### src/rtl/ps2_host_tx_pkg.sv
// Shared PS/2 definitions: FSM encoding, frame constants, default cycle counts
// and the frame builder used by the host transmitter.
package ps2_host_tx_pkg;

  localparam int unsigned PS2_DATA_BITS      = 8;
  localparam int unsigned PS2_FRAME_FALLS    = 11;
  localparam int unsigned PS2_SHREG_W        = PS2_DATA_BITS + 2;
  localparam int unsigned PS2_BITCNT_W       = 4;
  localparam int unsigned DEF_INHIBIT_CYCLES = 5000;
  localparam int unsigned DEF_TIMEOUT_CYCLES = 750000;

  typedef enum logic [2:0] {
    ST_IDLE      = 3'd0,
    ST_INHIBIT   = 3'd1,
    ST_START     = 3'd2,
    ST_SEND      = 3'd3,
    ST_ACK       = 3'd4,
    ST_WAIT_IDLE = 3'd5,
    ST_FIN       = 3'd6
  } ps2_state_e;

  // Bits after the start bit, in shift order from the LSB upward.
  typedef struct packed {
    logic                     stop;
    logic                     parity;
    logic [PS2_DATA_BITS-1:0] data;
  } ps2_frame_t;

  function automatic ps2_frame_t ps2_frame_build(input logic [PS2_DATA_BITS-1:0] data);
    ps2_frame_t f;
    f.stop   = 1'b1;
    f.parity = ~^data;
    f.data   = data;
    return f;
  endfunction

endpackage

### src/rtl/ps2_host_tx_if.sv
// Command handshake between a requester and the PS/2 host transmitter.
interface ps2_host_tx_if;
  import ps2_host_tx_pkg::*;

  logic                     i_start;
  logic [PS2_DATA_BITS-1:0] i_tx_data;
  logic                     o_busy;
  logic                     o_done;
  logic                     o_err;

  modport master (
    output i_start, i_tx_data,
    input  o_busy, o_done, o_err
  );

  modport slave (
    input  i_start, i_tx_data,
    output o_busy, o_done, o_err
  );

endinterface

### src/rtl/ps2_line_sync.sv
// Two-flop synchronizer plus history flop for one raw PS/2 line; flags the
// cycle in which the synchronized level has just gone from 1 to 0.
module ps2_line_sync (
  input  logic i_clk,
  input  logic i_rst,
  input  logic i_pin,
  output logic o_level,
  output logic o_fall_c
);

  logic meta_q, meta_d;
  logic sync_q, sync_d;
  logic hist_q, hist_d;

  always_comb begin
    meta_d = i_pin;
    sync_d = meta_q;
    hist_d = sync_q;
  end

  // Lines idle high, so reset the chain to 1 to avoid a spurious fall.
  always_ff @(posedge i_clk) begin
    if (i_rst) begin
      meta_q <= 1'b1;
      sync_q <= 1'b1;
      hist_q <= 1'b1;
    end else begin
      meta_q <= meta_d;
      sync_q <= sync_d;
      hist_q <= hist_d;
    end
  end

  assign o_level  = sync_q;
  assign o_fall_c = hist_q & ~sync_q;

endmodule

### src/rtl/ps2_host_tx.sv
// PS/2 host-to-device command transmitter: inhibit, start bit, 8 data bits
// LSB first, odd parity, stop, then device ACK, all in the system clock domain.
module ps2_host_tx
  import ps2_host_tx_pkg::*;
#(
  parameter int unsigned INHIBIT_CYCLES = DEF_INHIBIT_CYCLES,
  parameter int unsigned TIMEOUT_CYCLES = DEF_TIMEOUT_CYCLES
) (
  input  logic          i_clk,
  input  logic          i_rst,
  ps2_host_tx_if.slave  host,
  output logic          o_sclk_oe,
  output logic          o_data_oe,
  input  logic          i_sclk,
  input  logic          i_data
);

  localparam int unsigned TCNT_MAX = (INHIBIT_CYCLES > TIMEOUT_CYCLES) ? INHIBIT_CYCLES
                                                                       : TIMEOUT_CYCLES;
  localparam int unsigned TCNT_W   = (TCNT_MAX > 1) ? $clog2(TCNT_MAX) : 1;

  logic sclk_s, sclk_fall;
  logic data_s, data_fall_unused;

  ps2_line_sync u_sclk_sync (
    .i_clk    (i_clk),
    .i_rst    (i_rst),
    .i_pin    (i_sclk),
    .o_level  (sclk_s),
    .o_fall_c (sclk_fall)
  );

  ps2_line_sync u_data_sync (
    .i_clk    (i_clk),
    .i_rst    (i_rst),
    .i_pin    (i_data),
    .o_level  (data_s),
    .o_fall_c (data_fall_unused)
  );

  ps2_state_e               state_q,   state_d;
  logic [PS2_SHREG_W-1:0]   shreg_q,   shreg_d;
  logic [PS2_BITCNT_W-1:0]  bitcnt_q,  bitcnt_d;
  logic [TCNT_W-1:0]        tcnt_q,    tcnt_d;
  logic                     sclk_oe_q, sclk_oe_d;
  logic                     data_oe_q, data_oe_d;
  logic                     busy_q,    busy_d;
  logic                     done_q,    done_d;
  logic                     err_q,     err_d;

  logic inhibit_end_c;
  logic timeout_c;

  // Exit one cycle early so the start bit appears INHIBIT_CYCLES after the request.
  assign inhibit_end_c = (32'(tcnt_q) + 32'd2) >= INHIBIT_CYCLES;
  assign timeout_c     = (tcnt_q == TCNT_W'(TIMEOUT_CYCLES - 1));

  always_comb begin
    state_d   = state_q;
    shreg_d   = shreg_q;
    bitcnt_d  = bitcnt_q;
    tcnt_d    = tcnt_q;
    sclk_oe_d = sclk_oe_q;
    data_oe_d = data_oe_q;
    busy_d    = busy_q;
    done_d    = 1'b0;
    err_d     = 1'b0;

    unique case (state_q)
      ST_IDLE: begin
        sclk_oe_d = 1'b0;
        data_oe_d = 1'b0;
        busy_d    = 1'b0;
        if (host.i_start) begin
          shreg_d   = ps2_frame_build(host.i_tx_data);
          tcnt_d    = '0;
          bitcnt_d  = '0;
          sclk_oe_d = 1'b1;
          busy_d    = 1'b1;
          state_d   = ST_INHIBIT;
        end
      end

      ST_INHIBIT: begin
        tcnt_d = tcnt_q + TCNT_W'(1);
        if (inhibit_end_c) begin
          data_oe_d = 1'b1;
          state_d   = ST_START;
        end
      end

      ST_START: begin
        sclk_oe_d = 1'b0;
        tcnt_d    = '0;
        state_d   = ST_SEND;
      end

      // Fill with 1s so the tenth fall releases data for the stop bit.
      ST_SEND: begin
        tcnt_d = tcnt_q + TCNT_W'(1);
        if (timeout_c) begin
          sclk_oe_d = 1'b0;
          data_oe_d = 1'b0;
          err_d     = 1'b1;
          state_d   = ST_FIN;
        end else if (sclk_fall) begin
          data_oe_d = ~shreg_q[0];
          shreg_d   = {1'b1, shreg_q[PS2_SHREG_W-1:1]};
          bitcnt_d  = bitcnt_q + PS2_BITCNT_W'(1);
          if (bitcnt_q == PS2_BITCNT_W'(PS2_FRAME_FALLS - 2)) begin
            state_d = ST_ACK;
          end
        end
      end

      ST_ACK: begin
        tcnt_d = tcnt_q + TCNT_W'(1);
        if (timeout_c) begin
          sclk_oe_d = 1'b0;
          data_oe_d = 1'b0;
          err_d     = 1'b1;
          state_d   = ST_FIN;
        end else if (sclk_fall) begin
          bitcnt_d = bitcnt_q + PS2_BITCNT_W'(1);
          if (!data_s) begin
            state_d = ST_WAIT_IDLE;
          end else begin
            err_d   = 1'b1;
            state_d = ST_FIN;
          end
        end
      end

      ST_WAIT_IDLE: begin
        tcnt_d = tcnt_q + TCNT_W'(1);
        if (timeout_c) begin
          sclk_oe_d = 1'b0;
          data_oe_d = 1'b0;
          err_d     = 1'b1;
          state_d   = ST_FIN;
        end else if (sclk_s && data_s) begin
          done_d  = 1'b1;
          state_d = ST_FIN;
        end
      end

      // The done/err pulse is visible during this state; busy drops next.
      ST_FIN: begin
        sclk_oe_d = 1'b0;
        data_oe_d = 1'b0;
        busy_d    = 1'b0;
        state_d   = ST_IDLE;
      end

      default: begin
        sclk_oe_d = 1'b0;
        data_oe_d = 1'b0;
        busy_d    = 1'b0;
        state_d   = ST_IDLE;
      end
    endcase
  end

  always_ff @(posedge i_clk) begin
    if (i_rst) begin
      state_q   <= ST_IDLE;
      shreg_q   <= '0;
      bitcnt_q  <= '0;
      tcnt_q    <= '0;
      sclk_oe_q <= 1'b0;
      data_oe_q <= 1'b0;
      busy_q    <= 1'b0;
      done_q    <= 1'b0;
      err_q     <= 1'b0;
    end else begin
      state_q   <= state_d;
      shreg_q   <= shreg_d;
      bitcnt_q  <= bitcnt_d;
      tcnt_q    <= tcnt_d;
      sclk_oe_q <= sclk_oe_d;
      data_oe_q <= data_oe_d;
      busy_q    <= busy_d;
      done_q    <= done_d;
      err_q     <= err_d;
    end
  end

  assign o_sclk_oe   = sclk_oe_q;
  assign o_data_oe   = data_oe_q;
  assign host.o_busy = busy_q;
  assign host.o_done = done_q;
  assign host.o_err  = err_q;

endmodule
### src/flat_wrapper.sv
// flat-port wrapper written by rule: the top's interface ports become plain ports
module ps2_host_tx_flat import ps2_host_tx_pkg::*;
#(
  parameter int unsigned INHIBIT_CYCLES = DEF_INHIBIT_CYCLES,
  parameter int unsigned TIMEOUT_CYCLES = DEF_TIMEOUT_CYCLES
)
  (i_clk, i_rst, o_sclk_oe, o_data_oe, i_sclk, i_data, host_i_start, host_i_tx_data, host_o_busy, host_o_done, host_o_err);
  ps2_host_tx_if host_i ();
  input  logic i_clk;
  input  logic i_rst;
  output logic o_sclk_oe;
  output logic o_data_oe;
  input  logic i_sclk;
  input  logic i_data;
  input wire logic [$bits(host_i.i_start)-1:0] host_i_start;
  input wire logic [$bits(host_i.i_tx_data)-1:0] host_i_tx_data;
  output wire logic [$bits(host_i.o_busy)-1:0] host_o_busy;
  output wire logic [$bits(host_i.o_done)-1:0] host_o_done;
  output wire logic [$bits(host_i.o_err)-1:0] host_o_err;
  assign host_i.i_start = host_i_start;
  assign host_i.i_tx_data = host_i_tx_data;
  assign host_o_busy = host_i.o_busy;
  assign host_o_done = host_i.o_done;
  assign host_o_err = host_i.o_err;
  ps2_host_tx #(.INHIBIT_CYCLES(INHIBIT_CYCLES), .TIMEOUT_CYCLES(TIMEOUT_CYCLES)) u_core (.i_clk(i_clk), .i_rst(i_rst), .host(host_i), .o_sclk_oe(o_sclk_oe), .o_data_oe(o_data_oe), .i_sclk(i_sclk), .i_data(i_data));
endmodule
### config.mk
export PLATFORM = sky130hd
export DESIGN_NAME = ps2_host_tx_flat
export DESIGN_NICKNAME = d
export VERILOG_FILES = /design/src/rtl/ps2_host_tx_pkg.sv /design/src/rtl/ps2_host_tx_if.sv /design/src/rtl/ps2_line_sync.sv /design/src/rtl/ps2_host_tx.sv /design/src/flat_wrapper.sv
export SDC_FILE = /design/constraint.sdc
export NUM_CORES = 1
export LEC_CHECK = 0
export ABC_AREA = 0
export CAP_MARGIN = 40
export CORE_ASPECT_RATIO = 0.6
export CORE_MARGIN = 5
export CORE_UTILIZATION = 35
export CTS_BUF_LIST = sky130_fd_sc_hd__clkbuf_16
export CTS_CLUSTER_DIAMETER = 40
export CTS_CLUSTER_SIZE = 28
export DETAILED_ROUTE_END_ITERATION = 16
export GPL_ROUTABILITY_DRIVEN = 0
export PLACE_DENSITY = 0.52
export SLEW_MARGIN = 10
export SYNTH_ARGS = -nofsm -noshare
export SYNTH_HDL_FRONTEND = slang
export SYNTH_SLANG_ARGS = --single-unit
### constraint.sdc
create_clock -name i_clk -period 2.8 [get_ports i_clk]
set_clock_uncertainty 0.05 [all_clocks]
set_input_delay 0.28 -clock i_clk [delete_from_list [all_inputs] [get_ports i_clk]]
set_output_delay 0.28 -clock i_clk [all_outputs]
set_load 0.01 [all_outputs]
==> summary.txt <==
Clock tree
  • Post-CTS Resized: 0
  • Cts hold-fix bufs: 0
  • CTS Buffer Depth: 2
  • Clock-pin slew of the registers on the worst-case setup and hold paths: 70 ps
  • Post-CTS Setup Inserts: 0
  • CTS Buf Count: 5
  • CTS H-tree lvls: 2
  • Root Buffer: clkbuf_16
  • Clk_lat worst skew: 300 ps
  • Clock sink count: 47
  • CTS tree: yes

STA
  • Count of final setup violators: 0
  • Final slew viol count: 0
  • Slew at the pin with the worst max-slew slack: 638 ps
  • RSZ-0062 raised after global routing: no
  • Tmin final: 2620 ps
  • Slew headroom: 57.4%
  • Crit share post-route: 93.5%
  • Fmax: 0.382 GHz
  • Setup TNS: 0 ps
  • Fin. Hold Viols: 0
  • Worst hold slack: 362 ps

Worst setup path
  • Critical path's largest stage delay: 620 ps
  • CP Launch Type: flop
  • Crit path max-delay cell type: or4_4
  • Critical Path End Type: flop
  • CP cell instances: ha_1, nand4_1, or4_4, a211o_1, nand4_1, nor4b_4, nor3_2, mux2i_1
  • CP Max Fanout: 7
  • Crit path DAT: 2790 ps
  • CP top delay family: simple AND/OR/NAND/NOR gates
  • WP data required: 2970 ps
  • Worst path bufs/invs: 0
  • Worst path most repeated cell: nand4_1
  • Crit Path Class: reg2reg

Synth
  • Post-synth EDFFs: 0
  • Synth area leader: dfxtp_1
  • Synthesized area per cell: 7.79 sq um
  • Post-synth top area share: 35.4%
  • Synth area leaders: dfxtp_1 35%, nor2_1 6.2%, a21oi_1 5.8%
  • Sequential fraction of the synthesis area: 35.4%
  • Post-Syn Instances: 341
  • Fraction of registers with async set/reset: 0%
  • Synthesized flop and latch total: 47
  • Syn nets: 359
  • Number of synthesis warnings: 0
  • Ys flop type: dfxtp_1
  • Area of the mapped netlist: 2660 sq um
  • Count of cell types in the netlist: 57

Power and ir drop
  • Maximum VDD drop: 0.219 mV
  • Clock network power share: 31.6%
  • Combinational Power Share: 25.1%
  • Part of the power in registers: 43.3%
  • Switch share: 32.1%
  • Pleak: 0.00103 uW
  • Int Power: 1290 uW
  • Switching Power: 610 uW
  • Power Density: 620 nW/um^2

Floorplan
  • I/O Pins: 18
  • CORE AREA: 7330 sq um
  • Rows: 24
  • Die X: 122 microns
  • Die Y: 77.5 microns
  • Initial core utilization: 36.2%
  • Total die area: 9480 sq um

Global route
  • Total grt overflow: 0
  • Vias in the first global route: 1997
  • GRT Util Overall: 13.7%
  • First-pass GRT wire length: 10400 microns
  • Largest net degree at the start of global routing: 29
  • Initial antenna violation count: 0

Final layout
  • Layout Area Growth over Synthesis: 15.1%
  • Finished Core Util: 41.7%
  • Commonest non-fill, non-tap cell in the layout: dfxtp_1
  • # diodes: 0
  • FILL cells: 776
  • Share of cells above drive strength 1: 9.12%
  • Most frequent cells in the layout: 47 x dfxtp_1, 44 x nor2_1, 39 x nand2_1, 31 x a21oi_1, 17 x clkdlybuf4s50_1
  • Fin nets: 368

Routing
  • Initial DRT Pass Iterations: 4
  • Avg WL per Cell: 13.7 microns
  • Drt initial violations: 196
  • DR DRC count: 0
  • WL final: 6250 microns
  • DR vias: 2369
  • Routed Antenna Nets: 0
  • Vias per cell: 5.21

Run
  • Max-cap violations: 0

Outcome
  • Status: finished, final reports clean

Placed design
  • Hpwl dp: 4650 microns
  • Buffers on Ports: 17

Min path
  • Hold Crit Class: reg2reg
==> through the flow <==
step           worst slack, ps  instances  total power, uW  cell area [sq um]
5_1_grt                   5.99        455             2010               3060
3_3_place_gp               320        447             1310               2910
2_1_floorplan              462        341             1160               2660
6_report                   183        455             1900               3060
3_5_place_dp               219        447             1310               2910
4_1_cts                    195        455             1920               3060
==> cells by family (layout without fill, tap and decap cells) <==
| family | Yosys count | after routing | share of synthesized area, % |
|---|---|---|---|
| fa+ha+maj | 5 | 5 | 2.36 |
| mux | 5 | 5 | 1.93 |
| flops | 47 | 47 | 35.4 |
| xor+xnor | 23 | 23 | 7.59 |
| compound gates | 73 | 73 | 16.8 |
| simple gates | 152 | 152 | 29.8 |
| buf+inv | 36 | 46 | 6.03 |
==> worst paths after layout <==
| check | slack [ps] | endpoint | startpoint | depth (start not counted) |
|---|---|---|---|---|
| worst min register to register | 360 | u_core.u_data_sync.o_level | u_core.u_data_sync.meta_q | 1 |
| worst max register to register | 180 | u_core.state_q[0] | u_core.tcnt_q[1] | 8 |
| worst min-delay path | 360 | u_core.u_data_sync.o_level | u_core.u_data_sync.meta_q | 1 |
| worst max-delay path | 180 | u_core.state_q[0] | u_core.tcnt_q[1] | 8 |
==> registers in the layout, summed over array words and instances (netlist names) <==
register	cells
u_core.state_q	3
u_core.host.o_err	1
u_core.host.o_done	1
u_core.u_sclk_sync.meta_q	1
u_core.tcnt_q	20
u_core.u_data_sync.meta_q	1
u_core.u_sclk_sync.hist_q	1
u_core.u_sclk_sync.o_level	1
u_core.o_data_oe	1
u_core.shreg_q	10
u_core.u_data_sync.o_level	1
u_core.bitcnt_q	4
u_core.o_sclk_oe	1
u_core.host.o_busy	1
==> synth_stat cells, types with 2 or more instances <==
cell type / instances
a21oi_1: 31
inv_1: 11
o31ai_1: 5
mux2i_1: 4
xnor2_1: 14
nand4_1: 10
dfxtp_1: 47
o21ai_0: 15
nor4_4: 2
and3_1: 2
nor2_1: 44
nand3_1: 9
or4_1: 2
a211oi_1: 2
a211o_1: 2
nand2b_1: 2
buf_2: 10
a31oi_1: 3
nor3_1: 10
or3_1: 9
xor2_1: 9
nor4_1: 5
or2_2: 6
clkbuf_1: 11
o21a_1: 2
ha_1: 5
nand2_1: 39
==> final cells by class <==
class                           count  area, sq um  area share (%)
Clock buffer                        5          125            4.09
Clock inverter                      3         20.0           0.655
Inverter                           11         41.3            1.35
Multi-Input combinational cell    258         1550            50.8
Sequential cell                    47          941            30.8
Tap cell                          104          130            4.26
Timing Repair Buffer               27          245            8.02
==> power by group through the flow <==
stage | sequential, uW | combinational, uW | clock (uW)
6_report | 822 | 475 | 599
5_1_grt | 837 | 529 | 643
4_1_cts | 821 | 480 | 617
3_5_place_dp | 836 | 478 | 0
3_3_place_gp | 836 | 475 | 0
2_1_floorplan | 795 | 367 | 0
==> metal layers <==
layer	track usage, %	part of all wire, %	up-vias
met5	0	0	-
met4	4.69	1.3	0
met3	3.78	6.7	8
met2	15.2	34	58
met1	23.3	58	1086
li1	-	-	1217
(Power assumes the default switching activity.)
